$ cat src/rtl/irda_fir_pkg.sv
// Shared constants for the IrDA FIR transmit datapath: flag codes, flag chip
// patterns, CRC-32 parameters and the 4PPM symbol table.
package irda_fir_pkg;

  typedef enum logic [1:0] {
    FLAG_NONE = 2'b00,
    FLAG_PA   = 2'b01,
    FLAG_STA  = 2'b10,
    FLAG_STO  = 2'b11
  } fir_flag_e;

  // Chip patterns are transmitted MSB first.
  localparam logic [15:0] PA_PATTERN  = 16'b1000_0000_1010_1000;
  localparam logic [31:0] STA_PATTERN = 32'b0000_1100_0000_1100_0110_0000_0110_0000;
  localparam logic [31:0] STO_PATTERN = 32'b0000_1100_0000_1100_0000_0110_0000_0110;
  localparam int unsigned FRAME_FLAG_LEN = 32;

  localparam logic [31:0] CRC_POLY   = 32'hEDB8_8320;
  localparam logic [31:0] CRC_PRESET = 32'hFFFF_FFFF;

  function automatic logic [3:0] ppm_symbol(input logic [1:0] pair);
    logic [3:0] sym;
    unique case (pair)
      2'b00:   sym = 4'b1000;
      2'b01:   sym = 4'b0100;
      2'b10:   sym = 4'b0010;
      default: sym = 4'b0001;
    endcase
    return sym;
  endfunction

endpackage

$ cat src/rtl/irda_fir_crc32_serial.sv
// Bit-serial reflected CRC-32: accumulates data bits, then shifts out the
// complemented remainder LSB first. State moves only on the bit strobe.
module irda_fir_crc32_serial
  import irda_fir_pkg::*;
(
  input  logic clk,
  input  logic rst_n,
  input  logic strobe_i,
  input  logic clr_i,
  input  logic crcndata_i,
  input  logic din_i,
  output logic dout_o
);

  logic [31:0] crc_q, crc_d;
  logic        fb;

  // NOTE: every signal written here gets a default first, so no latch is inferred.
  always_comb begin
    fb    = crc_q[0] ^ din_i;
    crc_d = crc_q;
    if (clr_i) begin
      crc_d = CRC_PRESET;
    end else if (crcndata_i) begin
      // Ones shift in behind the remainder, so the output falls to 0 once it is drained.
      crc_d = {1'b1, crc_q[31:1]};
    end else begin
      crc_d = (crc_q >> 1) ^ (fb ? CRC_POLY : 32'h0);
    end
  end

  // NOTE: sequential state uses non-blocking assignments only.
  always_ff @(posedge clk or negedge rst_n) begin
    if (!rst_n) begin
      crc_q <= CRC_PRESET;
    end else if (strobe_i) begin
      crc_q <= crc_d;
    end
  end

  assign dout_o = crcndata_i ? ~crc_q[0] : din_i;

endmodule

$ cat src/rtl/irda_fir_tx_datapath.sv
// IrDA FIR transmit datapath: flag chip generator, serial CRC-32 insertion
// and 4PPM encoder.
module irda_fir_tx_datapath
  import irda_fir_pkg::*;
#(
  parameter int unsigned PA_REPEAT = 16
) (
  input  logic       clk,
  input  logic       wb_rst_n,
  input  logic       fir_tx8_enable,
  input  logic       fir_tx4_enable,
  input  logic       fir_gen_start,
  input  logic [1:0] fir_flag,
  output logic       flag_gen_o,
  output logic       eof,
  input  logic       clrcrc,
  input  logic       crcndata,
  input  logic       txdin,
  output logic       txdout,
  input  logic       ppm_restart,
  input  logic       next_data_fir,
  output logic       ppm_o
);

  localparam int unsigned PA_LEN   = 16 * PA_REPEAT;
  localparam int          PA_IDX_W = $clog2(PA_LEN + 1);
  localparam int          IDX_W    = (PA_IDX_W > 6) ? PA_IDX_W : 6;

  // ---------------- flag generator ----------------
  fir_flag_e        flag_q, flag_d;
  logic [IDX_W-1:0] idx_q, idx_d;
  logic             eof_q, eof_d;
  logic             flag_gen_q, flag_gen_d;
  logic [IDX_W-1:0] seq_len;
  logic             seq_chip;

  always_comb begin
    seq_len  = '0;
    seq_chip = 1'b0;
    unique case (flag_q)
      FLAG_PA: begin
        seq_len  = IDX_W'(PA_LEN);
        seq_chip = PA_PATTERN[~idx_q[3:0]];
      end
      FLAG_STA: begin
        seq_len  = IDX_W'(FRAME_FLAG_LEN);
        seq_chip = STA_PATTERN[~idx_q[4:0]];
      end
      FLAG_STO: begin
        seq_len  = IDX_W'(FRAME_FLAG_LEN);
        seq_chip = STO_PATTERN[~idx_q[4:0]];
      end
      default: ;
    endcase
  end

  always_comb begin
    flag_d     = flag_q;
    idx_d      = idx_q;
    eof_d      = eof_q;
    flag_gen_d = flag_gen_q;
    if (fir_gen_start) begin
      flag_d     = fir_flag_e'(fir_flag);
      idx_d      = '0;
      eof_d      = 1'b0;
      flag_gen_d = 1'b0;
    end else if (fir_tx8_enable && !eof_q) begin
      if (idx_q < seq_len) begin
        flag_gen_d = seq_chip;
        idx_d      = idx_q + IDX_W'(1);
      end else begin
        flag_gen_d = 1'b0;
        eof_d      = 1'b1;
      end
    end
  end

  always_ff @(posedge clk or negedge wb_rst_n) begin
    if (!wb_rst_n) begin
      flag_q     <= FLAG_NONE;
      idx_q      <= '0;
      eof_q      <= 1'b0;
      flag_gen_q <= 1'b0;
    end else begin
      flag_q     <= flag_d;
      idx_q      <= idx_d;
      eof_q      <= eof_d;
      flag_gen_q <= flag_gen_d;
    end
  end

  assign flag_gen_o = flag_gen_q;
  assign eof        = eof_q;

  // ---------------- CRC insertion ----------------
  irda_fir_crc32_serial u_crc (
    .clk        (clk),
    .rst_n      (wb_rst_n),
    .strobe_i   (fir_tx4_enable),
    .clr_i      (clrcrc),
    .crcndata_i (crcndata),
    .din_i      (txdin),
    .dout_o     (txdout)
  );

  // ---------------- 4PPM encoder ----------------
  logic [1:0] chip_cnt_q, chip_cnt_d;
  logic       half_q, half_d;
  logic       first_q, first_d;
  logic [1:0] pair_q, pair_d;
  logic       pair_valid_q, pair_valid_d;
  logic [3:0] symbol_q, symbol_d;
  logic       ppm_q, ppm_d;
  logic       sample;
  logic       pair_done;
  logic [1:0] pair_now;

  always_comb begin
    sample       = fir_tx4_enable & next_data_fir;
    pair_done    = sample & half_q;
    pair_now     = {first_q, txdout};
    chip_cnt_d   = chip_cnt_q;
    half_d       = half_q;
    first_d      = first_q;
    pair_d       = pair_q;
    pair_valid_d = pair_valid_q;
    symbol_d     = symbol_q;
    ppm_d        = ppm_q;
    if (ppm_restart) begin
      chip_cnt_d   = '0;
      half_d       = 1'b0;
      first_d      = 1'b0;
      pair_d       = '0;
      pair_valid_d = 1'b0;
      symbol_d     = '0;
      ppm_d        = 1'b0;
    end else begin
      if (sample) begin
        if (!half_q) begin
          half_d  = 1'b1;
          first_d = txdout;
        end else begin
          half_d       = 1'b0;
          pair_d       = pair_now;
          pair_valid_d = 1'b1;
        end
      end
      if (fir_tx8_enable) begin
        ppm_d      = symbol_q[~chip_cnt_q];
        chip_cnt_d = chip_cnt_q + 2'd1;
        // A pair finishing on the wrap strobe is used directly; no pair means an idle symbol.
        if (chip_cnt_q == 2'd3) begin
          if (pair_done)         symbol_d = ppm_symbol(pair_now);
          else if (pair_valid_q) symbol_d = ppm_symbol(pair_q);
          else                   symbol_d = 4'b0000;
          pair_valid_d = 1'b0;
        end
      end
    end
  end

  always_ff @(posedge clk or negedge wb_rst_n) begin
    if (!wb_rst_n) begin
      chip_cnt_q   <= '0;
      half_q       <= 1'b0;
      first_q      <= 1'b0;
      pair_q       <= '0;
      pair_valid_q <= 1'b0;
      symbol_q     <= '0;
      ppm_q        <= 1'b0;
    end else begin
      chip_cnt_q   <= chip_cnt_d;
      half_q       <= half_d;
      first_q      <= first_d;
      pair_q       <= pair_d;
      pair_valid_q <= pair_valid_d;
      symbol_q     <= symbol_d;
      ppm_q        <= ppm_d;
    end
  end

  assign ppm_o = ppm_q;

endmodule

$ cat config.mk
export PLATFORM = sky130hd
export DESIGN_NAME = irda_fir_tx_datapath
export DESIGN_NICKNAME = d
export VERILOG_FILES = /design/src/rtl/irda_fir_pkg.sv /design/src/rtl/irda_fir_crc32_serial.sv /design/src/rtl/irda_fir_tx_datapath.sv
export SDC_FILE = /design/constraint.sdc
export NUM_CORES = 1
export LEC_CHECK = 0
export ABC_AREA = 1
export BUFFER_PORTS_ARGS = -buffer_cell sky130_fd_sc_hd__buf_4
export CORE_MARGIN = 2
export CORE_UTILIZATION = 35
export DETAILED_ROUTE_END_ITERATION = 12
export HOLD_SLACK_MARGIN = 0.08
export PLACE_DENSITY = 0.53
export SLEW_MARGIN = 10
export SYNTH_ARGS = -nofsm -noshare
export SYNTH_HDL_FRONTEND = slang
export SYNTH_SLANG_ARGS = --single-unit
$ cat constraint.sdc
create_clock -name clk -period 4.3 [get_ports clk]
set_input_delay 0 -clock clk [delete_from_list [all_inputs] [get_ports clk]]
set_output_delay 0 -clock clk [all_outputs]
set_load 0.005 [all_outputs]
* After elaboration in Yosys (flattened, before gate mapping)
Memories as Yosys holds them, arrays and structs flattened. Cells that the tools add are included.
Operators by class: shift-type cells 0, reductions and logical operators 16, divide/modulo/power cells 0, bitwise operators 8, $lt $le $gt $ge 4, equality and inequality tests 10, muxes and demuxes 45, add/sub/neg operators 2, $mul 0
Operators by type and width (number):
- $mux 32 | 3
- $xor 31x32->32 | 1
- $mux 9 | 3
- $mux 1 | 24
- $pmux 4 s3 | 2
- $mux 4 | 5
- $pmux 9 s2 | 1
- $reduce_bool 2->1 | 6
- $eq 2x2->1 const B | 5
- $mux 2 | 5
- $reduce_and 2->1 | 5
- $add 9x1->9 const B | 1
- $lt 9x9->1 | 1
- $eq 2x1->1 const B | 3
- $lt 5x6->1 const B | 1
- $lt 4x5->1 const B | 1
- $not 5->5 | 1
- $logic_not 2->1 | 2
- $ne 2x2->1 const B | 2
- $not 4->4 | 1
- $lt 2x3->1 const B | 1
- $pmux 1 s3 | 1
- $add 2x1->2 const B | 1
- $and 1x1->1 | 2
- 7 further kinds | 7
Word-level totals: output and inout bits 4, memories kept 3, bits in writable memories 0, input port bits 12, memory bits (read-only) 80, register bits after elaboration 57, word-level logic and storage cells 100, bits in latches 0
Memories:
- (name not given) | depth 32, bits a word 1, read ports 1, clocked after Yosys merged registers in 0, wr ports 0, line irda_fir_tx_datapath.sv:51 | seq_chip = STO_PATTERN[~idx_q[4:0]];
- (name not given) | depth 32, bits a word 1, read ports 1, clocked after Yosys merged registers in 0, wr ports 0, line irda_fir_tx_datapath.sv:47 | seq_chip = STA_PATTERN[~idx_q[4:0]];
- (name not given) | depth 16, bits a word 1, read ports 1, clocked after Yosys merged registers in 0, wr ports 0, line irda_fir_tx_datapath.sv:43 | seq_chip = PA_PATTERN[~idx_q[3:0]];

* Depth between registers and ports, before layout
Gate-level depths: netlist (run 1).
word-level depth 8, mapped depth 11

* Hierarchy
From an unflattened synthesis (run 1), not the netlist that was laid out.
Unflattened totals: cells, all modules 392, area, all modules 3035.4 um2
By module, submodules not included:
- irda_fir_crc32_serial | cells each 182, instances 1, area each 1567.8 um2
- irda_fir_tx_datapath | cells each 210, instances 1, area each 1467.7 um2

* Worst setup path after synthesis (run 1)
OpenSTA, ideal clock, no wires.
path kind register to register, from register flag_q[1], to register idx_q[2], setup time 0.122 ns, arrival time 1.358 ns, path slack 2.820 ns, data required time 4.178 ns, stages on the path, launching flop included 11, cell sequence dfrtp_1 -> nor2_1 -> inv_1 -> ha_1 -> inv_1 -> nor2_1 -> nand2_2 -> nand3_4 -> nand2_4 -> nand2_1 -> o21ai_1
Between the ends: cells in the longest elaborated chain, start to end 6
Ends and longest elaborated chain:
- start: declaration | line irda_fir_tx_datapath.sv:30 | fir_flag_e flag_q, flag_d;
- start signal: assignment | line irda_fir_tx_datapath.sv:85 | flag_q <= flag_d;
- $eq 2x2->1 | line irda_fir_tx_datapath.sv:40 | unique case (flag_q)
- $reduce_or 2->1 (no source line)
- $pmux 9 s2 * | line irda_fir_tx_datapath.sv:40
- $lt 9x9->1 * | line irda_fir_tx_datapath.sv:68 | if (idx_q < seq_len) begin
- $reduce_bool 2->1 (no source line) *
- $reduce_and 2->1 (no source line) *
- end signal: assignment | line irda_fir_tx_datapath.sv:86 | idx_q <= idx_d;
- end: declaration | line irda_fir_tx_datapath.sv:31 | logic [IDX_W-1:0] idx_q, idx_d;
Every way passes the cells marked *; elsewhere a longest branch is shown, timed or not. A chain may end at the register's enable or synchronous reset.

* Final worst setup path (run 1)
from register flag_q[0], to register eof_q, in the netlist eof
Between the ends: cells in the longest elaborated chain, start to end 6
Ends and longest elaborated chain:
- $eq 2x2->1 | line irda_fir_tx_datapath.sv:40
- $reduce_or 2->1 (no source line)
- $pmux 9 s2 * | line irda_fir_tx_datapath.sv:40
- $lt 9x9->1 * | line irda_fir_tx_datapath.sv:68
- $ne 2x2->1 (no source line) *
- $reduce_and 2->1 (no source line) *
- end signal: assignment | line irda_fir_tx_datapath.sv:87 | eof_q <= eof_d;
- end: declaration | line irda_fir_tx_datapath.sv:32 | logic eof_q, eof_d;
Marks and branches as above.

==> flow_summary.json, run 1 <==
{
  "reg2reg_slack_ps": 2240,
  "synth_warnings": 0,
  "clk-insertion-delay-late_ps": 330,
  "hold_ws_ps": 107.7,
  "grt_pass1_wl_mm": 10.30,
  "power_density_nw_per_um2": 342.2,
  "fin_cells": 532,
  "die_h_um": 96.59,
  "port-buffer-count": 15,
  "top_layer": "met4",
  "drive_above_1_share_pct": 18.27,
  "cts_made_buffers": 9,
  "row_count": 33,
  "postCtsResizedCells": 0,
  "grt_max_degree": 58,
  "fmaxAchievable_mhz": 484.7,
  "grt-ovfl-total": 0,
  "avgSynthCellArea_sq_um": 7.713,
  "hold_viol_final": 0,
  "grt_pass1_vias": 2252,
  "core_region_area_sq_um": 8258,
  "multi_input_area_sq_um": 1199,
  "ys_seq_area_share_pct": 48.87,
  "dieArea_sq_um": 9329,
  "tns_ps": 0,
  "regArea_sq_um": 1466,
  "route.detailed.drc": 0,
  "design_area_sq_um": 3568,
  "area_growth_pct": 18.93,
  "synth.distinct_cells": 29,
  "h-tree-depth": 3,
  "status": "finished, final reports clean",
  "drt_pass1_iterations": 4,
  "placed_cell_area_sq_um": 3201,
  "clk_pin_slew_ps": 70,
  "worst_pin_slew_ps": 726.0,
  "gp_congestion": 0.8145,
  "wl_met1_mm": 2.929,
  "num_vias": 2422,
  "startpoint_type": "register",
  "drv_slew": 0,
  "drt_iter0_drc": 155,
  "ant_nets": 0,
  "dpl.hpwl_mm": 3.773,
  "crit_fanout": 4,
  "irDropWorstVdd_mv": 0.1101,
  "dp_cells": 500,
  "p_leak_nw": 1.875,
  "arrival_ps": 2280,
  "end_kind": "register",
  "cts.sinks": 57,
  "cts_buffer_depth": 2,
  "fillCellCount": 837,
  "io_pins": 16,
  "synth_top_area_cell": "dfstp_2",
  "synth_seq_cells": 57,
  "slew_headroom_pct": 51.60,
  "rsz0062_at_grt": "no",
  "period_needed_ps": 2063,
  "initial_core_util_pct": 36.33,
  "clockRootBuffer": "clkbuf_8",
  "synthCells": 389,
  "syn_area_sq_um": 3000,
  "synth_nets": 405,
  "min_path_type": "in -> reg",
  "die_w_um": 96.59,
  "wl_mm": 5.800,
  "antenna_found_initial": 0,
  "via_per_inst": 4.553,
  "cts_setup_buffers": 0,
  "crit_required_ps": 4510,
  "diodes": 0,
  "cap_violations": 0,
  "period_share_pct": 47.98,
  "synth_top_area_share_pct": 28.02,
  "wl_met3_um": 157,
  "cts_tree": "done",
  "ys_top_cells_by_area": "dfstp_2 28%, dfrtp_1 21%, nand2_1 15%, inv_1 9.3%, nand3_1 6.0%",
  "wl_met2_mm": 2.611,
  "routedWlPerCell_um": 10.90,
  "setup_viol": 0,
  "path_class": "reg -> reg",
  "grt_use_total_pct": 14.31,
  "layout.nets": 438,
  "fin_skew_ps": 7.927
}
## synthesized netlist by cell type
library cell	n
nand3_2	1
nand3_1	36
nand3_4	1
ha_1	4
nand2_1	120
xor2_1	1
o21bai_1	1
nand2_4	1
a22oi_1	18
a21oi_1	7
a32oi_1	1
a21oi_2	1
o21a_1	1
clkbuf_1	4
nand4_1	1
inv_2	3
inv_1	74
o21ai_1	3
o21ai_0	17
xnor2_1	1
dfstp_2	32
dfrtp_1	25
buf_2	5
nor2_1	21
nor2_4	2
nand2_2	3
buf_6	1
o21ai_2	1
nor2_2	3
## metrics by stage
| stage | utilization, % | power (W) | setup slack (ps) |
|---|---|---|---|
| final | 43.21 | 0.001221 | 2237 |
| after global routing | 43.21 | 0.001284 | 2078 |
| after CTS | 43.15 | 0.001241 | 2225 |
| after detailed placement | 38.76 | 0.0007214 | 2560 |
| after global placement | 38.76 | 0.0007196 | 2552 |
| after floorplan | - | 0.0006779 | 2820 |
## power breakdown
group / internal, W / switching [W] / leakage [nW]
Clock: 0.000291 / 0.000206 / 0.105
Combinational: 0.0000517 / 0.0000837 / 1.09
Sequential: 0.000574 / 0.0000145 / 0.678
Total: 0.000917 / 0.000304 / 1.88
## cells by family after synthesis
logic type | Yosys count | synth area share [%]
adders and majority gates | 4 | 1.668
buffers and inverters | 87 | 11.34
xor gates and xnor gates | 2 | 0.5839
and+or+nand+nor | 189 | 27.15
AOI/OAI and AO/OA | 50 | 10.38
DFF | 57 | 48.87
## layout by cell type, fill, tap and decap left out, types with 4 or more instances in the layout
| master | count |
|---|---|
| ha_1 | 4 |
| nand3_1 | 36 |
| nor2_1 | 21 |
| dfrtp_1 | 25 |
| buf_4 | 16 |
| nand2_1 | 120 |
| a21oi_1 | 7 |
| o21ai_0 | 17 |
| dfstp_2 | 32 |
| dlygate4sd3_1 | 16 |
| clkbuf_8 | 12 |
| a22oi_1 | 18 |
| inv_1 | 74 |
## registers in the layout, indices dropped and copies added (netlist names)
register / flops
eof: 1
ppm_o: 1
half_q: 1
first_q: 1
pair_valid_q: 1
u_crc.crc_q: 32
flag_q: 2
flag_gen_o: 1
pair_q: 2
idx_q: 9
chip_cnt_q: 2
symbol_q: 4
## critical path, stage by stage, from the launching register on
cell and delay [ps]:
dfrtp_1 370, inv_1 60, nor2_1 130, inv_1 60, ha_1 300, a21oi_2 220, nand2_1 80, a21oi_1 130
nor2_1 50, dlygate4sd3_1 550
## what timing repair did
action / 4_1_cts / 5_1_grt
hold buffers: 16 / 0
endpoints found under the hold margin: 48 / 0
endpoints found under the setup margin: 0 / 0
## worst paths after layout
| kind | end | cells past startpoint | from |
|---|---|---|---|
| min in group asynchronous | idx_q[1] | 2 | wb_rst_n |
| setup / recovery | eof | 9 | flag_q[0] |
| hold / removal | u_crc.crc_q[25] | 3 | clrcrc |
| setup reg to reg | eof | 9 | flag_q[0] |
| hold reg to reg | u_crc.crc_q[14] | 2 | u_crc.crc_q[15] |
| max in group asynchronous | idx_q[6] | 2 | wb_rst_n |
## final cells by class
type / count / area share (%)
clock buffers: 15 / 5.540
clock inverters: 1 / 0.1403
inverters: 77 / 8.100
multi-input cells: 245 / 33.59
flip-flops and latches: 57 / 41.09
well taps: 105 / 3.682
repair buffers: 32 / 7.854
## routing by layer
metal	vias up	global-route usage (%)
met5	-	0
met4	0	7.042
met3	11	2.793
met2	28	22.28
met1	1112	19.06
li1	1271	-
Power figures use the tool's default switching activity.
==> run 2: changes to the inputs <==
--- a/config.mk
+++ b/config.mk
@@ -5,13 +5,13 @@
 export SDC_FILE = /design/constraint.sdc
 export NUM_CORES = 1
 export LEC_CHECK = 0
-export ABC_AREA = 1
+export ABC_AREA = 0
 export BUFFER_PORTS_ARGS = -buffer_cell sky130_fd_sc_hd__buf_4
 export CORE_MARGIN = 2
 export CORE_UTILIZATION = 35
 export DETAILED_ROUTE_END_ITERATION = 12
 export HOLD_SLACK_MARGIN = 0.08
-export PLACE_DENSITY = 0.53
+export PLACE_DENSITY = 0.55
 export SLEW_MARGIN = 10
 export SYNTH_ARGS = -nofsm -noshare
 export SYNTH_HDL_FRONTEND = slang
==> constraint.sdc (replaced) <==
create_clock -name clk -period 1.7 [get_ports clk]
set_input_delay 0 -clock clk [delete_from_list [all_inputs] [get_ports clk]]
set_output_delay 0 -clock clk [all_outputs]
set_load 0.005 [all_outputs]
==> run 2 against run 1 <==
The flow now finishes with violations (setup timing). Final area decreased by 1.0%. Global-route usage decreased by 0.62 points. Setup slack got worse by 2300 ps. Clock power increased to 3.1 times the previous value. Hold slack improved by 70 ps. Clock skew increased by 1.4 ps. Flip-flop and latch count unchanged. Routed wire length decreased by 8.3%. Largest cell class unchanged.
==> flow_summary.json, run 2 <==
{
  "status": "finished, violations left",
  "failed_checks": "setup timing",
  "diodes": 0,
  "grt_use_total_pct": 13.69,
  "dieArea_sq_um": 8564,
  "via_per_inst": 4.800,
  "synthArstFlopShare_pct": 100.0,
  "setup_viol": 6,
  "p_leak_nw": 1.409,
  "hold_viol_final": 0,
  "yosysMostFrequentCell": "nor2_1",
  "io_pins": 16,
  "crit_required_ps": 1920,
  "avgSynthCellArea_sq_um": 9.942,
  "layout_commonest_cell": "nor2_1",
  "rsz0062_at_grt": "yes",
  "fin_cells": 424,
  "slew_headroom_pct": 51.81,
  "antenna_found_initial": 0,
  "power_density_nw_per_um2": 978.1,
  "switching_share_pct": 24.08,
  "top_layer": "met4",
  "final_cell_mix": "70 x nor2_1, 33 x a21oi_1, 33 x buf_4",
  "ant_nets": 0,
  "h-tree-depth": 3,
  "gp_congestion": 0.8120,
  "drive_above_1_share_pct": 30.75,
  "routedWlPerCell_um": 12.54,
  "route.detailed.drc": 0,
  "period_share_pct": 105.5,
  "path_class": "reg -> reg",
  "dpl.hpwl_mm": 3.269,
  "initial_core_util_pct": 35.88,
  "startpoint_type": "register",
  "synth_top_area_share_pct": 30.64,
  "dp_cells": 393,
  "num_vias": 2035,
  "synth-adder-area-share_pct": 1.824,
  "synthXorXnorAreaFrac_pct": 7.661,
  "synthMuxAreaShare_pct": 3.146,
  "arrival_ps": 2010,
  "grt_max_degree": 58,
  "clockRootBuffer": "clkbuf_8",
  "largest_reg_flops": 32,
  "grt_pass1_vias": 1926,
  "synth_warnings": 0,
  "synth_edf_count": 0,
  "drt_pass1_iterations": 4,
  "synth_compound_area_share_pct": 12.63,
  "p_int_w": 0.002623,
  "grt-ovfl-total": 0,
  "synth_top_family_by_area": "simple AND/OR/NAND/NOR gates",
  "fmaxAchievable_mhz": 557.7,
  "crit_fanout": 2,
  "die_w_um": 92.54,
  "largestRegisters": "u_crc.crc_q: 32 flops, idx_q: 9 flops, symbol_q: 4 flops",
  "area_growth_pct": 28.73,
  "largest-register": "u_crc.crc_q",
  "min_path_type": "in -> reg",
  "die_h_um": 92.54,
  "cts.sinks": 57,
  "wl_met3_um": 169,
  "cap_violations": 0,
  "synth_nets": 292,
  "critPathMaxStageDelay_ps": 540,
  "worstPathCellList": "or4b_4 -> a21o_1 -> nor4_2 -> mux2_1",
  "clk_pin_slew_ps": 70,
  "p_comb_share_pct": 11.8,
  "cp_num_buf_inv": 0,
  "row_count": 32,
  "end_kind": "register",
  "synth_common_cells": "70 x nor2_1, 34 x a21oi_1, 32 x dfstp_2",
  "core_region_area_sq_um": 7647,
  "synthCells": 276,
  "irDropWorstVdd_mv": 0.8366,
  "synth_seq_cells": 57,
  "cts_made_buffers": 9,
  "grt_pass1_wl_mm": 9.232,
  "drv_slew": 0,
  "setup_slack_ps": -93.23,
  "ys.flop_type": "dfstp_2",
  "post-place-ws_ps": -165.9,
  "cts_buffer_depth": 2,
  "critical-path-top-delay-family": "simple AND/OR/NAND/NOR gates",
  "ys_top_cells_by_area": "dfstp_2 31%, dfrtp_1 23%, nor2_1 9.6%, xnor2_1 7.0%, a21oi_1 6.2%",
  "power_switching_w": 0.0008318,
  "layout.nets": 333,
  "wl_mm": 5.316,
  "wl_met2_mm": 2.492,
  "seq_power_share_pct": 43.9,
  "wl_met1_mm": 2.571,
  "worst_pin_slew_ps": 722.9,
  "port-buffer-count": 15,
  "fin_skew_ps": 9.310,
  "cts_tree": "done",
  "cp_slowest_cell": "or4b_4",
  "ys_seq_area_share_pct": 53.44,
  "synth.distinct_cells": 42,
  "final_util_pct": 46.19,
  "pwr-share-clk_pct": 44.3,
  "synthSimpleGateAreaFrac_pct": 18.42,
  "period_needed_ps": 1793,
  "synth_top_area_cell": "dfstp_2",
  "clk-insertion-delay-late_ps": 340,
  "syn_area_sq_um": 2744,
  "drt_iter0_drc": 108
}
[run 2: cell count changes in the layout (fill, tap and decap cells not counted), sizes merged, moves of 4 or more]
cell	change
nor2	+44
a211oi	+5
buf	+17
inv	-73
a21oi	+27
nand3	-32
o21ai	-19
nand2b	+5
clkbuf	-4
xnor2	+21
a22oi	-18
nand2	-113
[run 2: what timing repair did]
item	CTS	global route
gates resized for setup	9	6
setup buffers	0	2
endpoints found under the setup margin	10	10
pin swaps	8	2
hold buffers	13	0
endpoints found under the hold margin	64	0
[run 2: kinds of logic after synthesis]
kind of cell    count (synthesis)
flops                          57
xor+xnor                       24
fa+ha+maj                       4
simple gates                  110
compound gates                 54
buf+inv                        20
mux                             7
[run 2: cell type report]
cell class                 instances  area [sq um]
clock buffer                      11         162.7
clock inverter                     5         85.08
fill                             723          4115
inverter                           4         15.01
multi-input combinational        199          1297
sequential                        57          1466
tap                              102         127.6
timing repair buffer              46         377.9
[run 2: power groups by stage]
stage               clock (W)  combinational, W  sequential [W]
floorplan                   0          0.000221         0.00153
global placement            0          0.000353         0.00154
detailed placement          0          0.000355         0.00154
CTS                   0.00158          0.000399         0.00152
global route          0.00165          0.000457         0.00153
finish                0.00153          0.000408         0.00152
[run 2: tightest hold or removal path: cells and delay by family]
kind	cells	cell delay [ps]
simple gates	2	300
buf+inv	1	120
compound gates	1	50
[run 2: layer usage]
| layer | up-vias | track usage (%) |
|---|---|---|
| met5 | - | 0 |
| met4 | 0 | 5.597 |
| met3 | 8 | 4.394 |
| met2 | 29 | 21.29 |
| met1 | 979 | 17.66 |
| li1 | 1019 | - |
[run 2: final timing paths]
| path | startpoint | to | slack (ps) | cells past startpoint |
|---|---|---|---|---|
| worst max-delay path | idx_q[7] | idx_q[5] | -90 | 4 |
| worst min-delay path | fir_tx4_enable | pair_q[0] | 180 | 4 |
| worst max register to register | idx_q[7] | idx_q[5] | -90 | 4 |
| worst min register to register | u_crc.crc_q[26] | u_crc.crc_q[26] | 490 | 2 |
| max in group asynchronous | wb_rst_n | idx_q[4] | 950 | 2 |
| min in group asynchronous | wb_rst_n | ppm_o | 240 | 2 |
[run 2: per-stage QoR]
step | cell area, sq um | TNS, ps | hold slack (ps) | power, W
global route | 3532 | -921.3 | 162.9 | 0.003631
finish | 3532 | -352.4 | 178.0 | 0.003455
CTS | 3481 | -347.5 | 161.2 | 0.003500
floorplan | 2759 | -581.8 | -295.6 | 0.001755
global placement | 3055 | -563.5 | 112.6 | 0.001890
detailed placement | 3055 | -699.3 | 104.6 | 0.001894
